[src/rtl/hsi_tx_sched.sv]
`default_nettype none
// ============================================================================
//  Module      : hsi_tx_sched
//  Description : HSI transmitter frame scheduler. Arbitrates four message
//                sources with starvation promotion, sequences the CRC
//                trailer, enforces an inter-frame gap and aborts stalled
//                frames with a watchdog.
//  Revision    : 1.0 - initial release
// ============================================================================
module hsi_tx_sched #(
    parameter int GAP_TICKS     = 4,
    parameter int STARVE_LIM    = 3,
    parameter int TIMEOUT_TICKS = 1024
) (
    input  logic       clk,
    input  logic       rst,
    input  logic       clk_en_i,
    input  logic [3:0] req_i,
    input  logic [3:0] req_en_i,
    input  logic [3:0] msg_end_i,
    input  logic       crc_end_i,
    output logic [3:0] grant_o,
    output logic       crc_tx_en_o,
    output logic [1:0] cur_src_o,
    output logic       busy_o,
    output logic       frame_abort_o,
    output logic [7:0] abort_cnt_o
);

    localparam logic [15:0] c_gap_lim    = 16'(GAP_TICKS);
    localparam logic [3:0]  c_starve_lim = 4'(STARVE_LIM);
    localparam logic [10:0] c_tmo_lim    = 11'(TIMEOUT_TICKS);
    localparam logic [10:0] c_tmo_last   = 11'(TIMEOUT_TICKS - 1);

    typedef enum logic [1:0] {
        S_IDLE = 2'd0,
        S_SEND = 2'd1,
        S_CRC  = 2'd2,
        S_GAP  = 2'd3
    } state_t;

    state_t      state_q, state_d;
    logic [3:0]  grant_q, grant_d;
    logic        crc_q, crc_d;
    logic [1:0]  cur_q, cur_d;
    logic        busy_q, busy_d;
    logic        abort_q, abort_d;
    logic [7:0]  abort_cnt_q, abort_cnt_d;
    logic [3:0]  starve_q [4];
    logic [3:0]  starve_d [4];
    logic [15:0] gap_q, gap_d;
    logic [10:0] wdog_q, wdog_d;

    logic [3:0]  w_req;
    logic [3:0]  w_starved;
    logic [3:0]  w_pick;
    logic [1:0]  w_win;
    logic        w_active;
    logic        w_timeout;
    logic        w_abort;

    // Starved requesters form their own priority tier above plain requests.
    always_comb begin
        w_req     = req_i & req_en_i;
        w_starved = '0;
        for (int i = 0; i < 4; i++) begin
            w_starved[i] = w_req[i] && (starve_q[i] == c_starve_lim);
        end
        w_pick = (w_starved != 4'd0) ? w_starved : w_req;
        w_win  = 2'd0;
        for (int i = 3; i >= 0; i--) begin
            if (w_pick[i]) begin
                w_win = 2'(i);
            end
        end
    end

    assign w_active  = (state_q == S_SEND) || (state_q == S_CRC);
    assign w_timeout = w_active && clk_en_i && (wdog_q == c_tmo_last);

    always_comb begin
        state_d     = state_q;
        grant_d     = grant_q;
        crc_d       = crc_q;
        cur_d       = cur_q;
        abort_d     = 1'b0;
        abort_cnt_d = abort_cnt_q;
        starve_d    = starve_q;
        gap_d       = gap_q;
        wdog_d      = wdog_q;
        w_abort     = 1'b0;

        // The timer parks at the limit, so a timeout overtaken by a normal
        // transition is consumed rather than re-armed.
        if (w_active && clk_en_i && (wdog_q != c_tmo_lim)) begin
            wdog_d = wdog_q + 11'd1;
        end

        case (state_q)
            S_IDLE: begin
                if (w_req != 4'd0) begin
                    state_d = S_SEND;
                    grant_d = 4'b0001 << w_win;
                    cur_d   = w_win;
                    wdog_d  = '0;
                    for (int i = 0; i < 4; i++) begin
                        if (2'(i) == w_win) begin
                            starve_d[i] = '0;
                        end else if (w_req[i] && (starve_q[i] != c_starve_lim)) begin
                            starve_d[i] = starve_q[i] + 4'd1;
                        end
                    end
                end
            end
            S_SEND: begin
                if (msg_end_i[cur_q]) begin
                    state_d = S_CRC;
                    grant_d = '0;
                    crc_d   = 1'b1;
                end else if (w_timeout) begin
                    w_abort = 1'b1;
                end
            end
            S_CRC: begin
                if (crc_end_i) begin
                    state_d = S_GAP;
                    crc_d   = 1'b0;
                    gap_d   = '0;
                end else if (w_timeout) begin
                    w_abort = 1'b1;
                end
            end
            S_GAP: begin
                if (gap_q == c_gap_lim) begin
                    state_d = S_IDLE;
                end else if (clk_en_i) begin
                    gap_d = gap_q + 16'd1;
                end
            end
            default: state_d = S_IDLE;
        endcase

        if (w_abort) begin
            state_d = S_GAP;
            grant_d = '0;
            crc_d   = 1'b0;
            gap_d   = '0;
            abort_d = 1'b1;
            if (abort_cnt_q != 8'hFF) begin
                abort_cnt_d = abort_cnt_q + 8'd1;
            end
        end

        busy_d = (state_d != S_IDLE);
    end

    always_ff @(posedge clk) begin
        if (rst) begin
            state_q     <= S_IDLE;
            grant_q     <= '0;
            crc_q       <= 1'b0;
            cur_q       <= '0;
            busy_q      <= 1'b0;
            abort_q     <= 1'b0;
            abort_cnt_q <= '0;
            gap_q       <= '0;
            wdog_q      <= '0;
            for (int i = 0; i < 4; i++) begin
                starve_q[i] <= '0;
            end
        end else begin
            state_q     <= state_d;
            grant_q     <= grant_d;
            crc_q       <= crc_d;
            cur_q       <= cur_d;
            busy_q      <= busy_d;
            abort_q     <= abort_d;
            abort_cnt_q <= abort_cnt_d;
            gap_q       <= gap_d;
            wdog_q      <= wdog_d;
            for (int i = 0; i < 4; i++) begin
                starve_q[i] <= starve_d[i];
            end
        end
    end

    assign grant_o       = grant_q;
    assign crc_tx_en_o   = crc_q;
    assign cur_src_o     = cur_q;
    assign busy_o        = busy_q;
    assign frame_abort_o = abort_q;
    assign abort_cnt_o   = abort_cnt_q;

endmodule
`default_nettype wire

[config.mk]
export PLATFORM = sky130hd
export DESIGN_NAME = hsi_tx_sched
export DESIGN_NICKNAME = d
export VERILOG_FILES = /design/src/rtl/hsi_tx_sched.sv
export SDC_FILE = /design/constraint.sdc
export NUM_CORES = 1
export LEC_CHECK = 0
export CAP_MARGIN = 40
export CORE_ASPECT_RATIO = 0.7
export CORE_UTILIZATION = 40
export CTS_CLUSTER_DIAMETER = 80
export DETAILED_ROUTE_END_ITERATION = 7
export GPL_TIMING_DRIVEN = 0
export PLACE_DENSITY = 0.66
export SYNTH_ARGS = -nofsm -noshare
export SYNTH_HDL_FRONTEND = slang
export SYNTH_SLANG_ARGS = --single-unit
[constraint.sdc]
create_clock -name clk -period 2.2 [get_ports clk]
set_input_delay 0.44 -clock clk [delete_from_list [all_inputs] [get_ports clk]]
set_output_delay 0.44 -clock clk [all_outputs]
set_load 0.01 [all_outputs]
# == After elaboration in Yosys (flattened, before gate mapping) ==
# Cells that the tools add are included.
# classes
n_addsub,7
multipliers,0
div_mod_pow,0
order_cmp,1
n_eq_ne,23
shift,1
n_mux,39
bitwise,1
n_reduce_logical,34
# ops
cell,count
$mux W16,3
$mux W4,11
$mux W11,3
$pmux W16 S2,1
$mux W2,9
$reduce_and A3 Y1,6
$add A16 B1 Y16 const B,1
$add A4 B1 Y4 const B,4
$eq A16 B3 Y1 const B,1
$eq A4 B2 Y1 const B,4
$ne A4 B2 Y1 const B,4
$reduce_bool A2 Y1,8
$add A11 B1 Y11 const B,1
$eq A11 B10 Y1 const B,1
$logic_and A1 B1 Y1,11
$ne A11 B11 Y1 const B,1
$add A8 B1 Y8 const B,1
$ne A2 B2 Y1 const B,4
$ne A8 B8 Y1 const B,1
$pmux W2 S4,1
$pmux W4 S2,1
$reduce_bool A4 Y1,2
$mux W1,7
$and A4 B4 Y4,1
other kinds (14),19
# totals
register_bits,62
latch_bits,0
mem_bits_rw,0
rom_bits,0
input_bits,16
out_inout_bits,17
wordCells,119
memories,0

# == Logic depth before layout (Yosys ltp) ==
# depth
depth_word,11
depth_mapped,10
ltp_nobuf,8

# == Worst setup path after synthesis ==
# No wires, ideal clock.
# synth_path
kind,reg-to-reg
startpoint,"reg cur_q[0], in the netlist cur_src_o[0]"
endpoint,reg gap_q[4]
setup_time_ps,114
arrival_ps,1930
t_required_ps,2086
setup_slack_ps,156
stages_incl_launch_ff,9
path_buffers,2
synth_period_minus_slack_ps,2044
cell_sequence,dfxtp_1 mux4_2 o21ai_2 nor4b_4 or2_1 buf_6 o21bai_4 buf_8 nor2_1
# synth_via
elab_chain_cells,5
# synth_rtl
item,line,rtl
from (decl),45,"logic [1:0] cur_q, cur_d;"
from (signal assigned),175,cur_q <= cur_d;
$bmux W1 S2,116,if (msg_end_i[cur_q]) begin
$mux W1 (implied by the code),116,
$mux W1,116,
$pmux W1 S2,99,case (state_q)
$reduce_or A2 Y1 (no line),--,
to (signal assigned),179,gap_q <= gap_d;
to (decl),51,"logic [15:0] gap_q, gap_d;"
# No other way between the ends. The select of a mux whose other input is x is not followed.
# A chain may end at the register's enable or synchronous reset.

# == Final worst setup path ==
# layout_path
startpoint,reg starve_q[1] (netlist name)
endpoint,reg starve_q[6] (netlist name)
# layout_via
elab_chain_cells,11
elab_cells_between_ends,12
classes_between,eq/ne: 2; mux: 6; reduce/logical: 4
# layout_rtl
item,line,rtl
from (decl),49,logic [3:0] starve_q [4];
"from (signal, indexed assignment)",182,starve_q[i] <= starve_d[i];
$eq A4 B2 Y1 *,67,w_starved[i] = w_req[i] && (starve_q[i] == c_starve_lim);
$logic_and A1 B1 Y1 *,67,
$reduce_bool A4 Y1,69,w_pick = (w_starved != 4'd0) ? w_starved : w_req;
$mux W4 *,69,
$mux W2 (3 in series),72,if (w_pick[i]) begin
$mux W2 *,72,
$eq A2 B2 Y1 *,107,if (2'(i) == w_win) begin
$reduce_bool A2 Y1 (no line),--,
$reduce_and A3 Y1 (no line),--,
# Mark *: on every way between the ends. The rest lies on a longest branch, timed or not.

==> impl_results.md <==
- Status: finished, violations left
- Violated checks: design-rule violations
- Unrepaired setup endpoints after global routing: yes
- Routed wl met3: 514 um
- Max_slew headroom: 0.623
- Yosys reg bits: 62
- Die span in y: 78.5 um
- Top layer in use: met4
- GRT Total Usage: 0.187
- Req. time, crit path: 2.47 ns
- Vias/cell: 5.33
- Max Cap Viol: 0
- Post-CTS Hold Buffers: 0
- Post-synth top area share: 0.371
- Syn-to-layout area delta: 28.0%
- Syn avg cell area: 8.16 um2
- FFs w/ async S/R, synth: 0
- Non-Filler Instances: 564
- Clock root cell: clkbuf_16
- Worst-path clk slew: 0.05 ns
- TritonCTS clock tree: built
- Via count: 3,004
- Dpl hpwl: 5.57 mm
- VDD IR-drop max: 0.501 mV
- Post-synth EDFFs: 0
- Synthesized instance count: 410
- Post-synth net total: 439
- DR iter-0 viols: 235
- Htree depth: 3
- Min-Delay Path Class: flop to flop
- Clock Tree Buf Depth: 2
- Yosys warnings: 0
- Pwr dens: 640 mW/mm2
- Main area contributors after synthesis: dfxtp_1, xor2_1, nor2_1
- Antenna violations before repair: 0
- Routability cong.: 0.936
- Endpoints failing hold: 0
- FILL cells: 734
- Overflow after GRT: 0
- # IOs: 33
- Share of layout cells above drive strength 1: 0.143
- # clock sinks: 62
- Final Skew: 0.00735 ns
- Largest area contributor in the netlist: dfxtp_1
- Crit end category: flop
- Largest net degree at the start of global routing: 11
- Fin Setup TNS: 0 ns
- Leak pwr: 1.57 nW
- Chip width: 111 um
- Worst Tran Pin Value: 0.563 ns
- Sequential area share after synthesis: 0.371
- Setup violations, final: 0
- Post-Syn Area: 0.00335 mm2
- Initial DRT Pass Iterations: 7
- Nets@finish: 489
- Vias in the first global route: 2,697
- Setup slack, reg-to-reg: 0.04 ns
- Placed insts: 543
- Die area: 0.00874 mm2
- CP Launch Type: flop
- Clock latency on the worst-skew pair: 0.33 ns
- First-pass GRT wire length: 12.9 mm
- Max Fclk: 463 MHz
- CP max FO: 4
- Setup CP Type: flop to flop
- Fin crit share: 0.982
- M1 WL: 4.11 mm
- Drt drc: 2
- Cell variety after synth: 56
- Top_reg_cell synth: dfxtp_1
- Slew Viols, Final: 0
- Tmin final: 2.16 ns
- Antenna-violating nets left: 0
- Post-DR wirelength/cell: 14.3 um
- Arr. time, crit path: 2.43 ns
- Total CTS buffers: 9
- Detail Route met2 WL: 3.37 mm
- Buffers on Ports: 31
- Post-Route WL: 8.04 mm
- Rows: 27
- CORE AREA: 0.00797 mm2
- Starting Density: 0.420
- ANT cells: 0
Yosys cell counts, drive strengths merged, types with 5 or more instances:
cell,count
nand3,18
inv,12
nor2,57
o21ai,17
nor3,7
dfxtp,62
clkbuf,12
nand2b,8
a21oi,26
xor2,25
or3,6
nor3b,6
and3,7
ha,13
nand4,17
nand2,45
and2,5
worst max-delay path: stages (launching register included):
cell and delay (ns):
dfxtp_2 0.37, ha_4 0.14, or3b_4 0.40, a2bb2oi_2 0.17, o21ai_2 0.26, a21oi_1 0.10, or4b_1 0.53, a21oi_2 0.13
logic make-up (layout without fill, tap and decap cells):
group,after synthesis,in the layout,share of synthesized area
AND/OR/NAND/NOR,204,204,0.320
AO/OA/AOI/OAI,72,72,0.137
flip-flops,62,62,0.371
XOR/XNOR,28,28,0.0733
buffers and inverters,28,81,0.0378
adder cells (fa/ha/maj),13,13,0.0486
multiplexers,3,3,0.0131
layout make-up:
type	count	area, um2	share of cell area
buffer	12	71.3	0.0166
clock buffer	12	246	0.0575
clock inverter	2	10.0	0.00234
inverter	12	45.0	0.0105
multi-input combinational	320	2110	0.492
sequential	62	1250	0.293
tap	101	126	0.0295
timing repair buffer	43	425	0.0993
path summary, 6_finish.rpt:
path,from,endpoint,cells past startpoint
worst min register to register,grant_o[0]$_SDFFE_PP0P_,grant_o[0]$_SDFFE_PP0P_,2
worst max-delay path,starve_q[1]$_SDFFE_PP0P_,starve_q[6]$_SDFFE_PP0P_,7
worst max register to register,starve_q[1]$_SDFFE_PP0P_,starve_q[6]$_SDFFE_PP0P_,7
worst min-delay path,grant_o[0]$_SDFFE_PP0P_,grant_o[0]$_SDFFE_PP0P_,2
sequential cells by signal, summed over array words and instances (netlist names):
| name | count |
|---|---|
| gap_q | 16 |
| starve_q | 16 |
| wdog_q | 11 |
| abort_cnt_o | 8 |
| grant_o | 4 |
| cur_src_o | 2 |
| state_q | 2 |
| busy_o | 1 |
| crc_tx_en_o | 1 |
| frame_abort_o | 1 |
layout by cell type, fill, tap and decap left out, types with 8 or more instances in the layout:
master           Yosys  routed
nor2_1              57      56
dfxtp_1             62      54
nand2_1             45      45
clkdlybuf4s50_1      0      27
xor2_1              25      25
a21oi_1             26      25
nand3_1             18      18
nand4_1             17      17
inv_1               12      12
buf_4                0      12
o21ai_0             14      12
clkbuf_1            12      10
clkbuf_16            0      10
ha_1                13       9
nand2b_1             8       8
metal layers:
| metal | global-route usage | up-vias |
|---|---|---|
| li1 | - | 1551 |
| met1 | 0.258 | 1373 |
| met2 | 0.265 | 74 |
| met3 | 0.0788 | 6 |
| met4 | 0.0514 | 0 |
| met5 | 0 | - |
what timing repair did:
action                                  CTS  global route
endpoints found under the setup margin   20            36
buffers inserted                          3             7
resized for setup                        12            34
pin swaps                                 1             7
cloned                                    0             1
hold endpoints to repair                  0             0
per-stage QoR:
stage	utilization	hold slack [ns]	setup slack [ns]	power, mW	instance area (um2)
after detailed placement	0.475	0.458	-0.487	1.50	3790
after global placement	0.475	0.445	-0.703	1.49	3780
after floorplan	-	0.449	0.156	1.38	3350
after CTS	0.513	0.465	0.00117	2.75	4090
after global routing	0.538	0.484	-0.0154	2.86	4290
final	0.538	0.458	0.0391	2.74	4290
power by group:
group,total [mW],switching (mW),internal [mW]
combinational,0.332,0.187,0.145
sequential,1.18,0.0235,1.15
clock,1.24,0.463,0.774
total,2.74,0.673,2.07
Note: power is estimated with default switching activity, not from simulation.
